## src/rtl/crc_pkg.sv

```systemverilog
// Shared types and Gen2 CRC constants for the serial CRC check/generate engine.
package crc_pkg;

    typedef enum logic [1:0] {
        ST_IDLE,
        ST_SHIFT,
        ST_EMIT,
        ST_DONE
    } crc_state_e;

    localparam logic [15:0] CRC16_POLY    = 16'h1021;
    localparam logic [15:0] CRC16_PRESET  = 16'hFFFF;
    localparam logic [15:0] CRC16_RESIDUE = 16'h1D0F;

    localparam logic [4:0]  CRC5_POLY     = 5'h09;
    localparam logic [4:0]  CRC5_PRESET   = 5'h09;
    localparam logic [4:0]  CRC5_RESIDUE  = 5'h00;

endpackage

```

## src/rtl/crc_lfsr_step.sv

```systemverilog
// One MSB-first LFSR step: next CRC register from current CRC and one data bit.
module crc_lfsr_step #(
    parameter int               CRC_W = 16,
    parameter logic [CRC_W-1:0] POLY  = CRC_W'(16'h1021)
) (
    input  logic [CRC_W-1:0] crc_in,
    input  logic             bit_in,
    output logic [CRC_W-1:0] crc_out
);

    logic fb;

    always_comb begin
        fb      = bit_in ^ crc_in[CRC_W-1];
        crc_out = {crc_in[CRC_W-2:0], 1'b0} ^ (fb ? POLY : '0);
    end

endmodule

```

## src/rtl/crc_check_engine.sv

```systemverilog
// Serial CRC engine: absorbs a framed bit stream, then either checks the
// remainder against a residue or shifts the (optionally inverted) CRC out.
module crc_check_engine
    import crc_pkg::*;
#(
    parameter int               CRC_W   = 16,
    parameter logic [CRC_W-1:0] POLY    = CRC_W'(CRC16_POLY),
    parameter logic [CRC_W-1:0] PRESET  = {CRC_W{1'b1}},
    parameter logic [CRC_W-1:0] RESIDUE = CRC_W'(CRC16_RESIDUE),
    parameter bit               INV_OUT = 1'b1,
    parameter int               CNT_W   = 9
) (
    input  logic             crcinclk,
    input  logic             reset,
    input  logic             start,
    input  logic             mode,
    input  logic             bitvalid,
    input  logic             crcbitin,
    input  logic             endframe,
    output logic [CRC_W-1:0] crc,
    output logic [CNT_W-1:0] bitcount,
    output logic             busy,
    output logic             done,
    output logic             crc_ok,
    output logic             crcbitout,
    output logic             crcbitvalid
);

    localparam int               EW      = $clog2(CRC_W + 1);
    localparam logic [EW-1:0]    EMIT_N  = EW'(CRC_W);
    localparam logic [CNT_W-1:0] CNT_MAX = {CNT_W{1'b1}};

    crc_state_e       state_q, state_d;
    logic [CRC_W-1:0] crc_q, crc_d;
    logic [CNT_W-1:0] bitcount_q, bitcount_d;
    logic [EW-1:0]    emit_cnt_q, emit_cnt_d;
    logic             mode_q, mode_d;
    logic             busy_q, busy_d;
    logic             done_q, done_d;
    logic             crc_ok_q, crc_ok_d;
    logic             crcbitout_q, crcbitout_d;
    logic             crcbitvalid_q, crcbitvalid_d;

    logic [CRC_W-1:0] crc_step;
    logic [CRC_W-1:0] crc_shift;
    logic [CNT_W-1:0] cnt_inc;

    crc_lfsr_step #(
        .CRC_W (CRC_W),
        .POLY  (POLY)
    ) u_step (
        .crc_in  (crc_q),
        .bit_in  (crcbitin),
        .crc_out (crc_step)
    );

    always_comb begin
        crc_shift = bitvalid ? crc_step : crc_q;
        cnt_inc   = (bitcount_q == CNT_MAX) ? bitcount_q
                                            : bitcount_q + 1'b1;
    end

    always_comb begin
        state_d       = state_q;
        crc_d         = crc_q;
        bitcount_d    = bitcount_q;
        emit_cnt_d    = emit_cnt_q;
        mode_d        = mode_q;
        done_d        = done_q;
        crc_ok_d      = crc_ok_q;
        crcbitout_d   = 1'b0;
        crcbitvalid_d = 1'b0;

        if (start) begin
            state_d    = ST_SHIFT;
            crc_d      = PRESET;
            bitcount_d = '0;
            emit_cnt_d = '0;
            mode_d     = mode;
            done_d     = 1'b0;
            crc_ok_d   = 1'b0;
        end else begin
            unique case (state_q)
                ST_SHIFT: begin
                    if (bitvalid) begin
                        crc_d      = crc_step;
                        bitcount_d = cnt_inc;
                    end
                    // The bit qualified alongside endframe is the last data bit.
                    if (endframe) begin
                        if (!mode_q) begin
                            state_d  = ST_DONE;
                            done_d   = 1'b1;
                            crc_ok_d = (crc_shift == RESIDUE);
                        end else begin
                            state_d       = ST_EMIT;
                            crcbitvalid_d = 1'b1;
                            crcbitout_d   = crc_shift[CRC_W-1] ^ INV_OUT;
                            crc_d         = {crc_shift[CRC_W-2:0], 1'b1};
                            emit_cnt_d    = EW'(1);
                        end
                    end
                end
                ST_EMIT: begin
                    if (emit_cnt_q == EMIT_N) begin
                        state_d  = ST_DONE;
                        done_d   = 1'b1;
                        crc_ok_d = 1'b0;
                    end else begin
                        crcbitvalid_d = 1'b1;
                        crcbitout_d   = crc_q[CRC_W-1] ^ INV_OUT;
                        crc_d         = {crc_q[CRC_W-2:0], 1'b1};
                        emit_cnt_d    = emit_cnt_q + 1'b1;
                    end
                end
                default: ;
            endcase
        end

        busy_d = (state_d == ST_SHIFT) || (state_d == ST_EMIT);
    end

    always_ff @(posedge crcinclk or posedge reset) begin
        if (reset) begin
            state_q       <= ST_IDLE;
            crc_q         <= PRESET;
            bitcount_q    <= '0;
            emit_cnt_q    <= '0;
            mode_q        <= 1'b0;
            busy_q        <= 1'b0;
            done_q        <= 1'b0;
            crc_ok_q      <= 1'b0;
            crcbitout_q   <= 1'b0;
            crcbitvalid_q <= 1'b0;
        end else begin
            state_q       <= state_d;
            crc_q         <= crc_d;
            bitcount_q    <= bitcount_d;
            emit_cnt_q    <= emit_cnt_d;
            mode_q        <= mode_d;
            busy_q        <= busy_d;
            done_q        <= done_d;
            crc_ok_q      <= crc_ok_d;
            crcbitout_q   <= crcbitout_d;
            crcbitvalid_q <= crcbitvalid_d;
        end
    end

    assign crc         = crc_q;
    assign bitcount    = bitcount_q;
    assign busy        = busy_q;
    assign done        = done_q;
    assign crc_ok      = crc_ok_q;
    assign crcbitout   = crcbitout_q;
    assign crcbitvalid = crcbitvalid_q;

endmodule

```

## config.mk

```make
export PLATFORM = sky130hd
export DESIGN_NAME = crc_check_engine
export DESIGN_NICKNAME = d
export VERILOG_FILES = /design/src/rtl/crc_pkg.sv /design/src/rtl/crc_lfsr_step.sv /design/src/rtl/crc_check_engine.sv
export SDC_FILE = /design/constraint.sdc
export NUM_CORES = 1
export LEC_CHECK = 0
export CORE_MARGIN = 3
export CORE_UTILIZATION = 59
export DETAILED_ROUTE_END_ITERATION = 10
export PLACE_DENSITY = 0.86
export SLEW_MARGIN = 40
export SYNTH_ARGS = -nofsm -noshare
export SYNTH_HDL_FRONTEND = slang
export SYNTH_SLANG_ARGS = --single-unit
```

## constraint.sdc

```tcl
create_clock -name crcinclk -period 4.55 [get_ports crcinclk]
set_input_delay 0.91 -clock crcinclk [delete_from_list [all_inputs] [get_ports crcinclk]]
set_output_delay 0.91 -clock crcinclk [all_outputs]
set_load 0.01 [all_outputs]
```

# [Word-level counts from Yosys, hierarchy flattened]
# Index checks and enable logic that the tools add are counted.
[classes] n_eq_ne=13 n_addsub=2 magnitude_cmp=0 n_mux=41 n_bitwise=4 reduce_logical=8 div_mod_pow=0 shift=0 mul=0
[ops] cell="2-to-1 mux 16 bit" count=5
[ops] cell="2-to-1 mux 9 bit" count=4
[ops] cell="one-hot mux 16 bit (2 select lines)" count=1
[ops] cell="2-to-1 mux 5 bit" count=4
[ops] cell="2-to-1 mux 1 bit" count=17
[ops] cell="equality test 16 x 13 -> 1 bit, second input constant" count=1
[ops] cell="bitwise XOR 16 bit" count=1
[ops] cell="inequality test 3 bit, second input constant" count=5
[ops] cell="2-to-1 mux 13 bit" count=1
[ops] cell="one-hot mux 5 bit (2 select lines)" count=1
[ops] cell="adder 9 x 1 -> 9 bit, second input constant" count=1
[ops] cell="equality test 9 bit, second input constant" count=1
[ops] cell="one-hot mux 1 bit (2 select lines)" count=4
[ops] cell="AND reduction 4 bit" count=2
[ops] cell="2-to-1 mux 2 bit" count=3
[ops] cell="adder 5 x 1 -> 5 bit, second input constant" count=1
[ops] cell="equality test 5 bit, second input constant" count=1
[ops] cell="equality test 2 x 1 -> 1 bit, second input constant" count=2
[ops] cell="equality test 2 bit, second input constant" count=2
[ops] cell="one-hot mux 2 bit (2 select lines)" count=1
[ops] cell="nonzero test 2 bit" count=2
[ops] cell="AND reduction 3 bit" count=1
[ops] cell="nonzero test 3 bit" count=1
[ops] cell="inequality test 2 bit, second input constant" count=1
[ops] cell="4 further kinds" count=5
[word_totals] ramBits=0 regBits=38 memories=0 latchBits=0 out_inout_bits=30 in_bits=7 word_cells=78 romBits=0

# [Depth between registers and ports, before layout]
[logic_depth] depth_word=9 depth_mapped=9 depth_no_buf=8

# [Hierarchy]
# From an unflattened synthesis, not the netlist that was laid out.
[unflattened] cells_unflattened=262 area_unflattened_um2=2675.1
[by_module_without_submodules] module="crc_check_engine" area_per_inst_um2=2513.7 cells_per_inst=245 n_inst=1
[by_module_without_submodules] module="crc_lfsr_step" area_per_inst_um2=161.4 cells_per_inst=17 n_inst=1

# [Worst setup path after synthesis]
# OpenSTA, ideal clock, no wires.
[synth_path] kind="input port to flip-flop" startpoint="in crcbitin" endpoint="reg crc_ok_q (netlist: crc_ok)" path_slack_ns=2.634 arrival_ns=1.794 cell_stages=4 n_path_buf=0 path_cell_list="xnor2_1 > nor3_1 > o32a_1 > a32o_1"
[synth_between] elab_chain_len=9
[synth_lines] item="start: declaration" line_no="crc_check_engine.sv:18" rtl="input logic crcbitin,"
[synth_lines] item="bitwise XOR 1 bit" line_no="crc_lfsr_step.sv:14" rtl="fb = bit_in ^ crc_in[CRC_W-1];"
[synth_lines] item="2-to-1 mux 13 bit" line_no="crc_lfsr_step.sv:15" rtl="crc_out = {crc_in[CRC_W-2:0], 1'b0} ^ (fb ? POLY : '0);"
[synth_lines] item="bitwise XOR 16 bit" line_no="crc_lfsr_step.sv:15"
[synth_lines] item="2-to-1 mux 16 bit" line_no="crc_check_engine.sv:58" rtl="crc_shift = bitvalid ? crc_step : crc_q;"
[synth_lines] item="equality test 16 x 13 -> 1 bit" line_no="crc_check_engine.sv:94" rtl="crc_ok_d = (crc_shift == RESIDUE);"
[synth_lines] item="2-to-1 mux 1 bit" line_no="crc_check_engine.sv:91" rtl="if (!mode_q) begin"
[synth_lines] item="2-to-1 mux 1 bit" line_no="crc_check_engine.sv:90" rtl="if (endframe) begin"
[synth_lines] item="one-hot mux 1 bit (2 select lines)" line_no="crc_check_engine.sv:83" rtl="unique case (state_q)"
[synth_lines] item="2-to-1 mux 1 bit" line_no="crc_check_engine.sv:74" rtl="if (start) begin"
[synth_lines] item="end signal: assignment" line_no="crc_check_engine.sv:143" rtl="crc_ok_q <= crc_ok_d;"
[synth_lines] item="end: declaration" line_no="crc_check_engine.sv:40" rtl="logic crc_ok_q, crc_ok_d;"
# Every way passes these cells. The select of a mux whose other input is x is not followed.
# A chain may end at the register's enable or synchronous reset.

# [Final worst setup path]
[layout_path] startpoint="in endframe" endpoint="reg crcbitout_q (netlist: crcbitout)"
[layout_between] elab_chain_len=3
[layout_lines] item="start: declaration" line_no="crc_check_engine.sv:19" rtl="input logic endframe,"
[layout_lines] item="2-to-1 mux 1 bit" line_no="crc_check_engine.sv:90"
[layout_lines] item="one-hot mux 1 bit (2 select lines)" line_no="crc_check_engine.sv:83"
[layout_lines] item="2-to-1 mux 1 bit" line_no="crc_check_engine.sv:74"
[layout_lines] item="via crcbitout_d" line_no="crc_check_engine.sv:41" rtl="logic crcbitout_q, crcbitout_d;"
[layout_lines] item="end signal: assignment" line_no="crc_check_engine.sv:144" rtl="crcbitout_q <= crcbitout_d;"
[layout_lines] item="end: declaration" line_no="crc_check_engine.sv:41"
# The timed path passes the listed nets, and every way through them passes these cells.

==> qor.yml <==
outcome:
  status: "finished clean"
worst_setup_path:
  r2r-end: "crc[12]"
  worstRegToRegCells: 6
  crit_path_start_kind: "input port"
  critPathKind: "input port to flop"
  worst-path-max-fanout: 24
  crit_required_ns: 4.74
  regToRegSetupSlack_ns: 2.44
  worstPathArrival_ns: 2.69
  critical_path.cell_chain: "clkdlybuf4s50_1, and2_2, nand3b_1, a21o_1, a211oi_1"
  critPathMaxStageDelay_ns: 0.68
  end_kind: "flop"
  crit_buf_inv: 1
  worstReg2RegStart: "state_q[0]"
  cpMaxStageDelayCell: "clkdlybuf4s50_1"
  crit_family: "buffers and inverters"
placement:
  post-dp-hpwl_mm: 4.23
  dp_worst_setup_slack_ns: 1.51
  io_buffers: 36
  gp_congestion: 0.967
power_and_ir_drop:
  peakVddDrop_v: 0.000345
  switching_power_mw: 0.520
  p_leak_nw: 1.22
  combPwrFrac: 0.410
  total_power_mw: 1.32
  clkPwrFrac: 0.225
  power_frac_seq: 0.365
  intPower_mw: 0.802
  powerDensity_mw_per_mm2: 442
  p_sw_frac: 0.394
sta:
  finalSetupViolations: 0
  period_minus_slack_ns: 2.50
  setup_tns_ns: 0
  slew_violations: 0
  worst_slack_ns: 2.05
  skew_ns: 0.0134
  worst-slew-pin-transition_ns: 0.621
  fin_crit_sh: 0.550
  rsz0062_at_grt: "no"
  max_freq_mhz: 400
  hold_viol: 0
  relSlewSlack: 0.585
logic_synthesis:
  netlist_area_sq_mm: 0.00256
  synth.most_common_cell: "nor2_1"
  avgSynthCellArea_sq_um: 9.24
  yosysTopAreaCell: "dfrtp_1"
  async_reset_ff_frac: 1.00
  synth_nets: 291
  synth_area_leaders: "dfrtp_1 (22%), dfstp_2 (16%), a221oi_1 (3.8%)"
  synthCells: 277
  synth_common_cells: "nor2_1 (23), dfrtp_1 (22), inv_1 (17)"
  ys_seq_area_frac: 0.379
  synth_enable_flop_cells: 0
  synth.top_cell.area_share: 0.215
  synth_flop_cell: "dfrtp_1"
  yosys_warnings: 0
  ys_ff_latch: 38
  netlist-cell-type-count: 59
global_route:
  gr-usage-met1: 0.365
  grt_max_degree: 32
  grt_use_total: 0.263
  grt_pass1_vias: 2291
  grt-busiest-layer: "met2"
  antenna_found_initial: 0
  grt_pass1_wl_mm: 10.8
  overflow: 0
  grtUsageMet3: 0.0435
  use_met2: 0.410
clock_network:
  holdBufCountCts: 0
  cts_setup_buffers: 0
  root_buffer: "clkbuf_8"
  cts_htree_levels: 2
  cts_tree: "built"
  clk_latency_ns: 0.31
  clkTransAtPathRegs_ns: 0.09
  cts_buffer_depth: 2
  cts-buffers-inserted: 5
  cts.sinks: 38
  cts_resized: 0
detailed_routing:
  drt-total-wl_mm: 6.34
  drt-wirelength-per-cell_microns: 18.0
  drtIter0Drc: 383
  vias_per_cell: 6.72
  vias: 2366
  firstDrtPassIters: 5
  drc: 0
  ant_nets: 0
final_layout:
  post-route-util: 0.732
  syn_to_final_growth_pct: 16.9
  nets: 315
  drive_gt1_frac: 0.132
  num_antenna_cells: 0
  fill_cells: 305
floorplanning:
  row_count: 23
  start_util: 0.626
  die_x_microns: 71.9
  io_pins: 37
  core_sq_mm: 0.00409
  die_y_microns: 71.9
  die-area_sq_mm: 0.00516
worst_hold_path:
  hold_end: "crc_ok"
  holdPathStages: 1
  min_path_type: "flop to flop"
  hold_path.startpoint: "crc_ok"
job:
  drv_cap: 0
layout by cell type (no fill, tap or decap), types with 7 or more instances in the layout:
cell type / synthesis / layout
nand3_1: 8 / 8
xnor2_1: 7 / 7
clkdlybuf4s50_1: 0 / 34
nand2_1: 15 / 15
dfrtp_1: 22 / 22
a221oi_1: 11 / 11
o22ai_1: 12 / 12
nor3_1: 10 / 10
o22a_1: 9 / 9
inv_1: 17 / 16
nor2_1: 23 / 23
dfstp_2: 16 / 16
a21oi_1: 11 / 11
worst reg2reg max path: stages, from the launching register on:
cell     delay, ns
dfrtp_1       0.39
inv_1         0.12
ha_2          0.48
nor2_1        0.20
a211o_1       0.45
a211o_1       0.29
o211a_1       0.12
power groups by stage:
stage | Sequential, mW | Clock (mW) | Combinational, mW
2_1_floorplan | 0.474 | 0 | 0.386
3_3_place_gp | 0.484 | 0 | 0.514
3_5_place_dp | 0.485 | 0 | 0.525
4_1_cts | 0.480 | 0.301 | 0.531
5_1_grt | 0.491 | 0.317 | 0.590
6_report | 0.483 | 0.298 | 0.542
flip-flops by register name, indices dropped and copies added, names as in the netlist:
signal,count
crc,16
state_q,2
done,1
bitcount,9
crc_ok,1
busy,1
emit_cnt_q,5
crcbitvalid,1
mode_q,1
crcbitout,1
routing by layer:
metal  vias up  part of all wire  wire length (microns)
li1       1085                 -                      -
met1      1126              0.44                   2770
met2       127              0.46                   2950
met3        28             0.070                    446
met4         0             0.028                    179
met5         -                 0                      0
per-stage QoR:
step | hold WS (ns) | area (sq um) | cells
floorplan | 0.528 | 2560 | 277
global placement | 0.502 | 2880 | 344
detailed placement | 0.508 | 2870 | 344
CTS | 0.528 | 2990 | 352
global route | 0.554 | 2990 | 352
finish | 0.535 | 2990 | 352
kinds of logic after synthesis:
logic type,share of synthesized area
buffers and inverters,0.0719
muxes,0.0200
AOI/OAI and AO/OA,0.257
xor gates and xnor gates,0.0465
adders and majority gates,0.0342
and+or+nand+nor,0.191
DFF,0.379
layout make-up:
class                      count  area (sq um)  area share
clock inverter                 3          45.0      0.0151
clock buffer                   5          68.8      0.0230
tap                           50          62.6      0.0209
multi-input combinational    200          1410       0.471
sequential                    38           971       0.325
inverter                      17          63.8      0.0213
timing repair buffer          39           373       0.125
worst max-delay path by stage:
stage,end,cells after the start,slack [ns],startpoint
final,crcbitout,5,2.05,endframe
after global placement,crc_ok,5,1.49,bitvalid
after global routing,crc[12],5,1.95,endframe
after detailed placement,crc[12],5,1.51,endframe
after floorplan,crc_ok,4,2.63,crcbitin
after CTS,crcbitout,5,1.83,endframe
Note: power is estimated with default switching activity, not from simulation.
